File: src/rtl/mdp3_pkg.sv
// Shared constants and state encoding for the MDP3 UDP header stripper.
package mdp3_pkg;

    localparam logic [15:0] ETHERTYPE_IPV4 = 16'h0800;
    localparam logic [7:0]  IPV4_VER_IHL   = 8'h45;
    localparam logic [7:0]  IP_PROTO_UDP   = 8'd17;
    localparam int unsigned HDR_BYTES      = 42;
    localparam int unsigned HDR_LAST_BEAT  = 5;
    // Payload bytes carried by the beat that holds the end of the headers.
    localparam int unsigned HELD_BYTES     = 8 * (HDR_LAST_BEAT + 1) - HDR_BYTES;

    typedef enum logic [2:0] {
        ST_IDLE,
        ST_HDR,
        ST_FIRST,
        ST_PAYLOAD,
        ST_FLUSH,
        ST_DROP
    } state_t;

    // Clears the low-order unused bytes of an end-of-packet beat.
    function automatic logic [63:0] keep_mask(input logic [2:0] empty);
        return 64'hFFFF_FFFF_FFFF_FFFF << {empty, 3'b000};
    endfunction

endpackage

File: src/rtl/mdp3_udp_stripper.sv
// Validates Ethernet II / IPv4 / UDP headers of incoming frames, strips them and
// re-aligns the MDP3 payload onto a 64-bit Avalon-ST source; bad frames are dropped and counted.
module mdp3_udp_stripper
    import mdp3_pkg::*;
#(
    parameter logic [15:0] DST_PORT       = 16'd14310,
    parameter bit          PORT_FILTER_EN = 1'b1,
    parameter int unsigned CNT_W          = 32
) (
    input  logic             clk,
    input  logic             reset,
    input  logic             in_valid,
    output logic             in_ready,
    input  logic [63:0]      in_data,
    input  logic             in_sop,
    input  logic             in_eop,
    input  logic [2:0]       in_empty,
    output logic             out_valid,
    input  logic             out_ready,
    output logic [63:0]      out_data,
    output logic             out_sop,
    output logic             out_eop,
    output logic [2:0]       out_empty,
    output logic [CNT_W-1:0] pkt_count,
    output logic [CNT_W-1:0] drop_count
);

    localparam int unsigned HW = 8 * HELD_BYTES;

    state_t             r_state;
    logic [2:0]         r_beat;
    logic [HW-1:0]      r_held;
    logic               r_first_pend;
    logic [2:0]         r_empty_save;
    logic               r_out_valid;
    logic [63:0]        r_out_data;
    logic               r_out_sop;
    logic               r_out_eop;
    logic [2:0]         r_out_empty;
    logic [CNT_W-1:0]   r_pkt;
    logic [CNT_W-1:0]   r_drop;

    logic               w_out_free;
    logic               w_in_ready;
    logic               w_in_fire;
    logic               w_out_fire;
    logic               w_tail_short;
    logic               w_hdr_ok;
    logic               w_emit;
    logic [63:0]        w_emit_data;
    logic               w_emit_sop;
    logic               w_emit_eop;
    logic [2:0]         w_emit_empty;

    assign w_out_free   = !r_out_valid || out_ready;
    assign w_in_ready   = !reset && (r_state != ST_FLUSH) && w_out_free;
    assign w_in_fire    = in_valid && w_in_ready;
    assign w_out_fire   = r_out_valid && out_ready;
    // Last beat carries at most the two trailing header bytes' worth of new data.
    assign w_tail_short = (in_empty >= 3'd6);

    always_comb begin
        w_hdr_ok = 1'b1;
        case (r_beat)
            3'd1: w_hdr_ok = (in_data[31:16] == ETHERTYPE_IPV4) && (in_data[15:8] == IPV4_VER_IHL);
            3'd2: w_hdr_ok = (in_data[7:0] == IP_PROTO_UDP);
            3'd4: w_hdr_ok = !PORT_FILTER_EN || (in_data[31:16] == DST_PORT);
            default: w_hdr_ok = 1'b1;
        endcase
    end

    always_comb begin
        w_emit       = 1'b0;
        w_emit_data  = '0;
        w_emit_sop   = 1'b0;
        w_emit_eop   = 1'b0;
        w_emit_empty = '0;
        if (w_in_fire) begin
            case (r_state)
                ST_FIRST: begin
                    if (in_eop && !w_tail_short) begin
                        w_emit       = 1'b1;
                        w_emit_data  = {in_data[HW-1:0], {(64-HW){1'b0}}};
                        w_emit_sop   = 1'b1;
                        w_emit_eop   = 1'b1;
                        w_emit_empty = in_empty + 3'd2;
                    end
                end
                ST_PAYLOAD: begin
                    w_emit      = 1'b1;
                    w_emit_data = {r_held, in_data[63 -: (64-HW)]};
                    w_emit_sop  = r_first_pend;
                    if (in_eop && w_tail_short) begin
                        w_emit_eop   = 1'b1;
                        w_emit_empty = in_empty - 3'd6;
                    end
                end
                default: ;
            endcase
        end else if (r_state == ST_FLUSH && w_out_free) begin
            w_emit       = 1'b1;
            w_emit_data  = {r_held, {(64-HW){1'b0}}};
            w_emit_eop   = 1'b1;
            w_emit_empty = r_empty_save + 3'd2;
        end
    end

    always_ff @(posedge clk) begin
        if (reset) begin
            r_state      <= ST_IDLE;
            r_beat       <= '0;
            r_held       <= '0;
            r_first_pend <= 1'b0;
            r_empty_save <= '0;
            r_out_valid  <= 1'b0;
            r_out_data   <= '0;
            r_out_sop    <= 1'b0;
            r_out_eop    <= 1'b0;
            r_out_empty  <= '0;
            r_pkt        <= '0;
            r_drop       <= '0;
        end else begin
            if (w_emit) begin
                r_out_valid <= 1'b1;
                r_out_data  <= w_emit_data & keep_mask(w_emit_empty);
                r_out_sop   <= w_emit_sop;
                r_out_eop   <= w_emit_eop;
                r_out_empty <= w_emit_empty;
            end else if (w_out_fire) begin
                r_out_valid <= 1'b0;
            end

            if (w_out_fire && r_out_eop)
                r_pkt <= r_pkt + CNT_W'(1);

            if (w_in_fire) begin
                case (r_state)
                    ST_IDLE: begin
                        if (!in_sop) begin
                            r_drop <= r_drop + CNT_W'(1);
                            if (!in_eop)
                                r_state <= ST_DROP;
                        end else if (in_eop) begin
                            r_drop <= r_drop + CNT_W'(1);
                        end else begin
                            r_state <= ST_HDR;
                            r_beat  <= 3'd1;
                        end
                    end
                    ST_HDR: begin
                        if (in_eop || !w_hdr_ok) begin
                            r_drop  <= r_drop + CNT_W'(1);
                            r_state <= in_eop ? ST_IDLE : ST_DROP;
                        end else if (r_beat == 3'(HDR_LAST_BEAT - 1)) begin
                            r_state <= ST_FIRST;
                        end else begin
                            r_beat <= r_beat + 3'd1;
                        end
                    end
                    ST_FIRST: begin
                        if (in_eop) begin
                            if (w_tail_short)
                                r_drop <= r_drop + CNT_W'(1);
                            r_state <= ST_IDLE;
                        end else begin
                            r_held       <= in_data[HW-1:0];
                            r_first_pend <= 1'b1;
                            r_state      <= ST_PAYLOAD;
                        end
                    end
                    ST_PAYLOAD: begin
                        r_first_pend <= 1'b0;
                        r_held       <= in_data[HW-1:0];
                        if (in_eop) begin
                            r_empty_save <= in_empty;
                            r_state      <= w_tail_short ? ST_IDLE : ST_FLUSH;
                        end
                    end
                    ST_DROP: begin
                        if (in_eop)
                            r_state <= ST_IDLE;
                    end
                    default: r_state <= ST_IDLE;
                endcase
            end else if (r_state == ST_FLUSH && w_out_free) begin
                r_state <= ST_IDLE;
            end
        end
    end

    assign in_ready   = w_in_ready;
    assign out_valid  = r_out_valid;
    assign out_data   = r_out_data;
    assign out_sop    = r_out_sop;
    assign out_eop    = r_out_eop;
    assign out_empty  = r_out_empty;
    assign pkt_count  = r_pkt;
    assign drop_count = r_drop;

endmodule

File: config.mk
export PLATFORM = sky130hd
export DESIGN_NAME = mdp3_udp_stripper
export DESIGN_NICKNAME = d
export VERILOG_FILES = /design/src/rtl/mdp3_pkg.sv /design/src/rtl/mdp3_udp_stripper.sv
export SDC_FILE = /design/constraint.sdc
export NUM_CORES = 1
export LEC_CHECK = 0
export CAP_MARGIN = 20
export CORE_MARGIN = 3
export CORE_UTILIZATION = 35
export CTS_BUF_LIST = sky130_fd_sc_hd__clkbuf_8
export DETAILED_ROUTE_END_ITERATION = 16
export PLACE_DENSITY = 0.6
export SLEW_MARGIN = 0
export SYNTH_ARGS = -nofsm -noshare
export SYNTH_HDL_FRONTEND = slang
export SYNTH_SLANG_ARGS = --single-unit
File: constraint.sdc
create_clock -name clk -period 4.5 [get_ports clk]
set_input_delay 1.125 -clock clk [delete_from_list [all_inputs] [get_ports clk]]
set_output_delay 1.125 -clock clk [all_outputs]
set_load 0.005 [all_outputs]
==> metrics.txt, run 1 <==
status finished, final reports clean; biggest cell delay along the critical path between 0.5 and 0.6 ns; CP arrival 2.71 ns; vias in the first global route between 7,000 and 8,000; DP HPWL 16,740 um; GRT Total Usage 0.1896; syn avg cell area about 9 um2; P_int around 2300 uW; Core Area about 23,000 um2; vias around 7,600; # resized after CTS 0; post-route design area 11,090 um2; die area between 20,000 and 30,000 um2; Clock Skew 0.01652 ns; switching share of power 0.2597; end of the critical path in_ready; via/cell ratio between 5 and 6; hold depth 2; top_reg_cell synth dfxtp_1; Clk Latency, worst-skew pair approximately 0.48 ns; Power Total 3116 uW; share of layout cells above drive strength 1 0.06359; yosys synthesis warning count 0; Flop pwr share 0.548; Mapped Area roughly 8300 um2; WP data required ~3.4 ns; RSZ-0062 raised after global routing false; post-CTS setup buffer count 0; Distinct cells, synth 62; Register Area about 3800 um2; Slew Viols, Final 0; I/O Pins 208; final period utilization 0.8512; critical path class input pin to output pin; VDD IR-drop max approximately 0.16 mV; Lkg Pwr 0.003755 uW; FF+latch count, synth ~190; first-pass GRT wire length around 40,000 um; post-layout min period 3.831 ns; worst hold path type register to register; Die H 160.3 um; per-cell routed wire length approximately 17 um; area of the multi-input gates around 4200 um2; WHS 0.4617 ns; CTS clock-pin slew for the worst setup and hold paths 0.10 ns; Max clock buf depth 2; part of the power in combinational logic 0.061; Final Hold Vio Count 0; row cnt 55; CP endpoint kind output pin; Antenna diodes 0; slowest library cell on the worst path clkdlybuf4s50_1; initial core utilization 0.3624; Placed Area about 11,000 um2; filler cell count between 2,000 and 2,500; Net Count, Synth between 1,000 and 1,500; Clk pwr share 0.391; DRC viols 0; EDFF count, synth 0; critical path startpoint category input pin; DR pass1 iterations 5; RePlAce Congestion between 0.8 and 0.9; overflow left after global routing 0; DP Worst Slack about 0.64 ns; R2R cell count 6; maximum net fanout on the critical path 4; switching power a little over 800 uW; setup ws final ~0.67 ns; overall routed net length between 20,000 and 25,000 um; clk sinks about 190; R2R Path Start r_state[2]; Post-CTS Hold Buffers 0; CTS tree yes; initial antenna violation count 0; Fmax 261.1 MHz; # setup viols final 0; P per Cell Area 281.0 nW/um2; setup TNS 0 ns; worst-path cell chain clkdlybuf4s50_1, nor2b_1, a211oi_1, clkdlybuf4s50_1; Critical Path Start out_ready; reg-to-reg endpoint drop_count[31]; ys async rst share 0; Initial DRC Count slightly below 500; sequential area share after synthesis 0.4614; CP most frequent cell clkdlybuf4s50_1; clock buffers created by TritonCTS 17; maxcap violations 0; Least-Margin Pin Slew ~0.87 ns; Worst slew margin 0.4179; synth-to-layout area growth 33.13%; clock root buffer clkbuf_8; Die X roughly 160 um; largest net degree at the start of global routing 65; CTS H-tree depth 4; layout net count 1,215; Final ANT Viol Nets 0; Mapped Cells approximately 950; I/O Buffers around 210; r2r setup slk around 1.7 ns
## cell type report
cell class / count / share of cell area
multi-input cells: 689 / 0.3773
clock buffers: 17 / 0.02110
repair buffers: 222 / 0.1979
clock inverters: 15 / 0.01749
inverters: 13 / 0.004400
flip-flops and latches: 192 / 0.3466
well taps: 313 / 0.03531
## cells in the final DEF (no fill, tap or decap), types with 6 or more instances in the layout
cell type        synthesis  layout
and3_1                  15      15
mux2i_1                  8       8
nor4_1                   9       9
a22o_1                  64      64
and4_1                   7       7
clkbuf_8                 0      17
nor4b_1                  7       6
or3_1                    7       7
and2_1                   8       7
nand3_1                 27      27
nand2_1                138     136
xnor2_1                 35      35
clkdlybuf4s50_1          0     206
inv_1                   12      12
a21oi_1                 74      74
a222oi_1                 7       7
nand4_1                 20      20
xor2_1                  19      19
nor3_1                  16      16
buf_4                    0      15
nor2_1                 115     115
a22oi_1                 24      24
dfxtp_1                192     192
ha_1                     7       7
o21ai_0                 12      12
a2bb2oi_1                8       8
## registers in the layout, summed over array words and instances (netlist names)
register / flops
out_empty: 3
out_valid: 1
r_beat: 3
r_held: 48
r_first_pend: 1
r_state: 3
out_eop: 1
pkt_count: 32
r_empty_save: 3
out_data: 64
out_sop: 1
drop_count: 32
## cell families after synthesis
kind of cell / after synthesis / share of synthesized area
compound gates: 218 / 0.1883
xor+xnor: 54 / 0.05677
fa+ha+maj: 7 / 0.01051
buf+inv: 72 / 0.03815
flops: 192 / 0.4614
mux: 9 / 0.01141
simple gates: 401 / 0.2334
## cells in the mapped netlist, types with 3 or more instances
| library cell | n | area, um2 |
|---|---|---|
| a211oi_1 | 4 | 30.03 |
| a21o_1 | 3 | 22.52 |
| a21oi_1 | 74 | 370.4 |
| a222oi_1 | 7 | 70.07 |
| a22o_1 | 64 | 560.5 |
| a22oi_1 | 24 | 180.2 |
| a2bb2oi_1 | 8 | 70.07 |
| a31oi_1 | 5 | 31.28 |
| and2_1 | 8 | 50.05 |
| and3_1 | 15 | 93.84 |
| and4_1 | 7 | 61.31 |
| buf_1 | 7 | 26.28 |
| buf_2 | 14 | 70.07 |
| buf_6 | 4 | 45.04 |
| clkbuf_1 | 34 | 127.6 |
| dfxtp_1 | 192 | 3844 |
| ha_1 | 7 | 87.58 |
| inv_1 | 12 | 45.04 |
| mux2i_1 | 8 | 80.08 |
| nand2_1 | 138 | 518.0 |
| nand2b_1 | 5 | 31.28 |
| nand3_1 | 27 | 135.1 |
| nand4_1 | 20 | 125.1 |
| nor2_1 | 115 | 431.7 |
| nor2b_1 | 6 | 37.54 |
| nor3_1 | 16 | 80.08 |
| nor4_1 | 9 | 56.30 |
| nor4_2 | 3 | 37.54 |
| nor4b_1 | 7 | 61.31 |
| o21ai_0 | 12 | 60.06 |
| o22ai_1 | 4 | 25.02 |
| or3_1 | 7 | 43.79 |
| xnor2_1 | 35 | 306.5 |
| xor2_1 | 19 | 166.4 |
## critical path: cells and delay by family
family / cells / cell delay [ns]
buf+inv: 2 / 1.12
compound gates: 1 / 0.35
simple gates: 1 / 0.12
## through the flow
stage	instances	util
CTS	1461	0.4825
finish	1461	0.4825
detailed placement	1429	0.4639
global route	1461	0.4825
floorplan	953	-
global placement	1429	0.4639
## routing by layer
layer	part of all wire	vias to the layer above	wire length [um]	global-route usage
li1	-	3758	-	-
met5	0	-	0	0
met3	0.061	20	1498	0.04825
met2	0.44	204	10830	0.2908
met4	0.016	0	384	0.05325
met1	0.49	3577	11990	0.2647
## how the worst min path moves through the flow
| stage | from | endpoint | slack [ns] |
|---|---|---|---|
| 2_1_floorplan | r_held[40] | r_held[40] | 0.44 |
| 3_3_place_gp | out_empty[2] | out_empty[2] | 0.44 |
| 3_5_place_dp | r_held[16] | r_held[16] | 0.45 |
| 4_1_cts | r_held[39] | r_held[39] | 0.46 |
| 5_1_grt | r_held[0] | r_held[0] | 0.47 |
| 6_report | r_held[3] | r_held[3] | 0.46 |
## power groups by stage
stage               Sequential, uW  Clock, uW  Combinational, uW
floorplan                     1740          0               80.7
global placement              1750          0                190
detailed placement            1750          0                189
CTS                           1710       1270                190
global route                  1710       1320                205
finish                        1710       1220                189
No activity file was read; power rests on OpenSTA's default activity.
==> run 2: changes to the inputs <==
--- a/config.mk
+++ b/config.mk
@@ -7,10 +7,10 @@
 export LEC_CHECK = 0
 export CAP_MARGIN = 20
 export CORE_MARGIN = 3
-export CORE_UTILIZATION = 35
+export CORE_UTILIZATION = 55
 export CTS_BUF_LIST = sky130_fd_sc_hd__clkbuf_8
 export DETAILED_ROUTE_END_ITERATION = 16
-export PLACE_DENSITY = 0.6
+export PLACE_DENSITY = 0.88
 export SLEW_MARGIN = 0
 export SYNTH_ARGS = -nofsm -noshare
 export SYNTH_HDL_FRONTEND = slang
==> metrics.txt, run 2 (synthesized netlist as in run 1, its figures left out) <==
via/cell ratio 5.830; Initial DRC Count 694; DP HPWL 15,390 um; maximum net fanout on the critical path 4; synth-to-layout area growth 29.95%; die area ~17,000 um2; Die X 129.1 um; per-cell routed wire length around 17 um; Core Area about 15,000 um2; status finished, final reports clean; Worst slew margin 0.4109; CP endpoint kind output pin; initial core utilization 0.5667; largest net degree at the start of global routing around 90; most common cell after layout, fill and taps aside clkdlybuf4s50_1; DR pass1 iterations 5; CTS tree yes; filler cell count about 1,100; critical path class input pin to output pin; share of layout cells above drive strength 1 0.05769; vias in the first global route 7,365; area of the multi-input gates 4179 um2; post-layout min period ~3.7 ns; Least-Margin Pin Slew 0.8837 ns; post-CTS setup buffer count 0; initial antenna violation count 0; Max clock buf depth 2; maxcap violations 0; Final ANT Viol Nets 0; VDD IR-drop max about 0.24 mV; CTS clock-pin slew for the worst setup and hold paths 0.08 ns; Lkg Pwr approximately 0.0037 uW; Slew Viols, Final 0; Placed Area roughly 10,000 um2; I/O Pins between 200 and 250; Final Hold Vio Count 0; clk sinks roughly 190; layout net count roughly 1,200; post-route design area around 11,000 um2; P per Cell Area roughly 270 nW/um2; I/O Buffers about 210; CP arrival about 2.6 ns; Post-CTS Hold Buffers 0; GRT Total Usage 0.2659; RePlAce Congestion 0.9138; Fmax ~270 MHz; first-pass GRT wire length roughly 36,000 um; setup TNS 0 ns; most frequent cells in the layout 206 x clkdlybuf4s50_1, 192 x dfxtp_1, 138 x nand2_1; WP data required about 3.4 ns; row cnt 44; Placed Cells incl. Taps roughly 1,300; max reg flops between 60 and 70; final period utilization 0.8308; Clock Skew around 0.012 ns; Power Total between 2000 and 3000 uW; clock buffers created by TritonCTS 17; DRC viols 0; vias slightly below 8,000; RSZ-0062 raised after global routing false; CTS H-tree depth 4; Die H about 130 um; fin cells roughly 1,300; critical path startpoint category input pin; # setup viols final 0; Register Area between 3000 and 4000 um2; overflow left after global routing 0; # resized after CTS 0; Antenna diodes 0; Clk Latency, worst-skew pair between 0.4 and 0.5 ns; overall routed net length approximately 23,000 um; worst hold path type register to register; clock root buffer clkbuf_8
run 2: cell count changes in the layout (fill, tap and decap cells not counted), sizes merged:
cell	before	now
inv	19	16
clkinvlp	2	1
clkbuf	17	20
clkinv	5	6
buf	16	13
bufinv	2	1
run 2: where the power goes:
part | internal, uW | total (uW) | switching (uW) | leakage, uW
clock | 476 | 1070 | 598 | 0.000196
sequential | 1700 | 1710 | 6.47 | 0.00155
combinational | 82.8 | 183 | 100 | 0.00198
run 2: per-layer routing:
layer	wire, um	GRT usage	vias up	share of wire
met4	483	0.08586	0	0.021
met5	0	0	-	0
met3	1864	0.07667	34	0.083
met1	9914	0.3564	3677	0.44
li1	-	-	3739	-
met2	10290	0.4162	292	0.46
run 2: area by class of cell:
| type | count | area share |
|---|---|---|
| inverter | 13 | 0.004508 |
| tap | 184 | 0.02127 |
| clock buffer | 20 | 0.02543 |
| timing repair buffer | 219 | 0.1995 |
| multi-input combinational | 689 | 0.3860 |
| clock inverter | 11 | 0.008206 |
| sequential | 192 | 0.3551 |
run 2: stage by stage:
stage               utilization  setup WS (ns)  hold slack (ns)
global route             0.7365         0.6738           0.4769
floorplan                     -          1.601           0.4360
finish                   0.7365         0.7615           0.4580
detailed placement       0.7117         0.6439           0.4470
global placement         0.7117         0.7080           0.4418
CTS                      0.7365         0.7403           0.4598
run 2: worst max-delay path, stage by stage:
cell	delay (ns)
clkdlybuf4s50_1	0.56
nor2b_1	0.11
a211oi_1	0.23
clkdlybuf4s50_1	0.59
run 2: final timing paths:
kind	startpoint	endpoint	slack, ns	cells after the start
max	out_ready	in_ready	0.76	4
max reg2reg	r_state[0]	drop_count[31]	1.65	6
min reg2reg	r_held[13]	r_held[13]	0.46	2
min	r_held[13]	r_held[13]	0.46	2
